File: src/rtl/gray_code_counter.sv
// N-bit up/down counter with registered binary and Gray outputs, a wrap pulse,
// and a sticky flag that trips if consecutive Gray values differ by other than one bit.
module gray_code_counter #(
  parameter int N = 8
) (
  input  logic         clk,
  input  logic         rst_n,
  input  logic         en,
  input  logic         up_dn,
  input  logic         load,
  input  logic [N-1:0] load_val,
  output logic [N-1:0] binary,
  output logic [N-1:0] gray,
  output logic         wrap,
  output logic         step_err
);

  localparam logic [N-1:0] ONE  = N'(1);
  localparam logic [N-1:0] ONES = '1;

  logic [N-1:0] binary_reg, binary_next;
  logic [N-1:0] gray_reg, gray_next;
  logic [N-1:0] prev_gray_reg;
  logic [N-1:0] gray_diff;
  logic         wrap_reg, wrap_next;
  logic         step_err_reg, step_err_next;
  logic         check_ok_reg, check_ok_next;
  logic         count_step;
  logic         single_bit;

  assign count_step = en & ~load;

  always_comb begin
    binary_next = binary_reg;
    wrap_next   = 1'b0;
    if (load) begin
      binary_next = load_val;
    end else if (en) begin
      if (up_dn) begin
        binary_next = binary_reg + ONE;
        wrap_next   = (binary_reg == ONES);
      end else begin
        binary_next = binary_reg - ONE;
        wrap_next   = (binary_reg == '0);
      end
    end
  end

  // Gray is derived from the next binary value so both registers move together.
  genvar gi;
  generate
    for (gi = 0; gi < N - 1; gi++) begin : g_gray
      assign gray_next[gi] = binary_next[gi] ^ binary_next[gi+1];
    end
  endgenerate
  assign gray_next[N-1] = binary_next[N-1];

  // Exactly one set bit: non-zero, and clearing the lowest set bit leaves zero.
  assign gray_diff  = gray_next ^ prev_gray_reg;
  assign single_bit = (|gray_diff) & ~(|(gray_diff & (gray_diff - ONE)));

  always_comb begin
    check_ok_next = check_ok_reg;
    step_err_next = step_err_reg;
    if (load) begin
      check_ok_next = 1'b0;
    end else if (count_step) begin
      check_ok_next = 1'b1;
      if (check_ok_reg && !single_bit) begin
        step_err_next = 1'b1;
      end
    end
  end

  always_ff @(posedge clk) begin
    if (!rst_n) begin
      binary_reg    <= '0;
      gray_reg      <= '0;
      prev_gray_reg <= '0;
      wrap_reg      <= 1'b0;
      step_err_reg  <= 1'b0;
      check_ok_reg  <= 1'b0;
    end else begin
      binary_reg    <= binary_next;
      gray_reg      <= gray_next;
      prev_gray_reg <= gray_next;
      wrap_reg      <= wrap_next;
      step_err_reg  <= step_err_next;
      check_ok_reg  <= check_ok_next;
    end
  end

  assign binary   = binary_reg;
  assign gray     = gray_reg;
  assign wrap     = wrap_reg;
  assign step_err = step_err_reg;

endmodule

File: config.mk
export PLATFORM = sky130hd
export DESIGN_NAME = gray_code_counter
export DESIGN_NICKNAME = d
export VERILOG_FILES = /design/src/rtl/gray_code_counter.sv
export SDC_FILE = /design/constraint.sdc
export NUM_CORES = 1
export LEC_CHECK = 0
export ABC_CLOCK_PERIOD_IN_PS = 4950
export BUFFER_PORTS_ARGS = -buffer_cell sky130_fd_sc_hd__buf_2
export CAP_MARGIN = 20
export CORE_MARGIN = 1.5
export CORE_UTILIZATION = 45
export DETAILED_ROUTE_END_ITERATION = 6
export PLACE_DENSITY = 0.69
export SETUP_SLACK_MARGIN = 0.1
export SYNTH_ARGS = -nofsm -noshare
export SYNTH_HDL_FRONTEND = slang
export SYNTH_SLANG_ARGS = --single-unit
File: constraint.sdc
create_clock -name clk -period 4.95 [get_ports clk]
set_input_delay 0.495 -clock clk [delete_from_list [all_inputs] [get_ports clk]]
set_output_delay 0.495 -clock clk [all_outputs]
set_load 0.03 [all_outputs]
==> impl_metrics.yaml <==
routing:
  route.detailed.drc: 0
  ant_nets: 0
  vias: 1272
  wl_mm: 3.18
  detail_route.vias_per_cell: 5.83
  drt_iter0_markers: 30
  wl_per_cell_microns: 14.6
  first_pass_iters: 4
floorplanning:
  die_width_microns: 57.2
  initial_core_util_pct: 47.6
  ios: 31
  num_rows: 19
  dieArea_sq_um: 3280
  die_h_microns: 57.2
  core_area_sq_um: 2780
setup_path:
  startpoint_type: "input pin"
  endpoint_kind: "register"
  critPathMaxStageDelay_ns: 0.51
  reg2reg_setup_slack_ns: 1.20
  worstSetupPathType: "input pin to register"
  worstPathMaxFanout: 6
  r2r_start: "binary[2]"
  rr_worst_depth: 11
  crit_path_top_delay_cell: "or4_1"
  arrival_ns: 4.08
  reg2reg_to: "step_err"
  critPathRequiredTime_ns: 5.18
  cp_cell_sequence: "buf_2 > inv_1 > ha_1 > nor2b_4 > o31a_1 > or4_4 > a41oi_4 > xnor2_1 > or3_1 > a211o_1 > and4_4 > or4_1 > a41oi_2"
logic_synthesis:
  synth_cell_types: 56
  syn_area_sq_um: 1320
  syn_avg_cell_area_sq_um: 8.43
  synth_nets: 177
  synth_seq_cells: 18
  synthArstFlopShare_pct: 0
  synth.most_common_cell: "dfxtp_1"
  synthTopCellsByCount: "dfxtp_1 (18), nor2_1 (15), xnor2_1 (9), inv_1 (8), nand3_1 (8)"
  ys_seq_area_share_pct: 27.2
  yosys_warnings: 0
  synthCells: 157
  synth_top_cell_by_area: "dfxtp_1"
  synth.top_cell.area_share_pct: 27.2
  synth.area.top_cells: "dfxtp_1 (27%), xnor2_1 (6.0%), ha_1 (5.7%)"
  ys.flop_type: "dfxtp_1"
  synth_edf_count: 0
sta:
  finalClockSkew_ns: 0.00624
  maxSlewViolCount: 0
  min_period_over_period_pct: 77.9
  finalSetupTns_ns: 0
  relSlewSlack_pct: 60.7
  setup_viol: 0
  rsz0062_at_grt: "false"
  hold_viol_final: 0
  layout_setup_ws_ns: 1.09
  max_freq_mhz: 259
  tightest_slew_ns: 0.573
  finalCriticalPeriod_ns: 3.86
cts:
  cts_root_buffer: "clkbuf_4"
  clkSlewWorstSetupHoldPaths_ns: 0.11
  clk_path_buf_depth: 2
  clkSinkCount: 18
  cts-buffers-inserted: 3
  cts_tree: "done"
  clk_latency_ns: 0.29
  ctsHoldBuffers: 0
  cts_resized: 0
  cts_setup_buffers: 0
  cts-htree-levels: 1
global_route:
  use_met1_pct: 27.8
  grt_max_degree: 15
  grt_overflow: 0
  top_usage_layer: "met2"
  gr-usage-all-layers_pct: 21.4
  grtUsageMet2_pct: 37.1
  grt_pass1_wl_mm: 5.55
  grt_pass1_vias: 1246
  met3_usage_pct: 2.27
  antenna_found_initial: 0
job:
  max_cap_violations: 0
cells_and_area:
  nFillCells: 269
  nets: 208
  area_growth_pct: 15.8
  n_antenna_cell: 0
  post-route-util_pct: 55.1
  drive_gt1_share_pct: 23.5
  largest_reg_flops: 8
power_and_ir_drop:
  power.total_mw: 0.485
  total_leakage_power_nw: 0.679
  power_density_nw_per_um2: 316
  ir_drop_mv: 0.254
place:
  gp_congestion: 0.871
  port_buffers: 30
  dp_hpwl_mm: 2.50
  post-place-ws_ns: 0.795
worst_hold_path:
  whs_endpoint: "binary[4]"
  worstHoldStart: "rst_n"
  min_path_cells: 2
  min_path_type: "input pin to register"
status:
  status: "finished clean"
-- metrics by stage --
step	instances	hold WS, ns	area [sq um]
after detailed placement	214	0.476	1500
final	218	0.474	1530
after CTS	218	0.456	1530
after floorplan	157	0.464	1320
after global placement	214	0.475	1500
after global routing	218	0.478	1530
-- worst max path at each step --
stage                     startpoint       end
after floorplan            binary[0]  step_err
after global placement         up_dn  step_err
after detailed placement       up_dn  step_err
after CTS                      up_dn  step_err
after global routing           up_dn  step_err
final                          up_dn  step_err
-- worst max-delay path: cells and delay by family --
family,cells,cell delay [ns]
AND/OR/NAND/NOR,5,1.76
AO/OA/AOI/OAI,4,1.02
XOR/XNOR,1,0.16
adder cells (fa/ha/maj),1,0.37
buffers and inverters,2,0.28
-- per-layer routing --
| layer | wire length (microns) | vias to the layer above |
|---|---|---|
| li1 | - | 637 |
| met1 | 1490 | 599 |
| met2 | 1520 | 32 |
| met3 | 137 | 4 |
| met4 | 34 | 0 |
| met5 | 0 | - |
-- area by class of cell --
type | instances | area (sq um) | area share, %
clock buffer | 4 | 36.3 | 2.37
inverter | 10 | 37.5 | 2.45
multi-input combinational | 124 | 902 | 58.9
sequential | 18 | 360 | 23.5
tap | 31 | 38.8 | 2.53
timing repair buffer | 31 | 158 | 10.3
-- cell families after synthesis --
| family | count (synthesis) | share of synthesized area, % |
|---|---|---|
| AO/OA/AOI/OAI | 37 | 21.7 |
| XOR/XNOR | 15 | 9.92 |
| adder cells (fa/ha/maj) | 7 | 7.18 |
| buffers and inverters | 15 | 4.63 |
| flip-flops | 18 | 27.2 |
| multiplexers | 5 | 3.88 |
| AND/OR/NAND/NOR | 60 | 25.4 |
-- cells in the final DEF (no fill, tap or decap), drive strengths merged, types with 3 or more instances in the layout --
| cell | count |
|---|---|
| nand2b | 3 |
| a22o | 3 |
| xnor2 | 9 |
| dfxtp | 18 |
| a21oi | 5 |
| buf | 31 |
| nor4 | 4 |
| ha | 6 |
| a31oi | 4 |
| clkbuf | 4 |
| o21ai | 6 |
| nand2 | 7 |
| nor2 | 15 |
| and2 | 3 |
| nor3 | 4 |
| mux2i | 4 |
| inv | 8 |
| xor2 | 6 |
| nand3 | 8 |
| or4 | 3 |
-- report_power, final --
group | switching (mW) | internal, mW
Combinational | 0.129 | 0.0843
Clock | 0.0488 | 0.0448
Sequential | 0.0171 | 0.161
(Power assumes the default switching activity.)
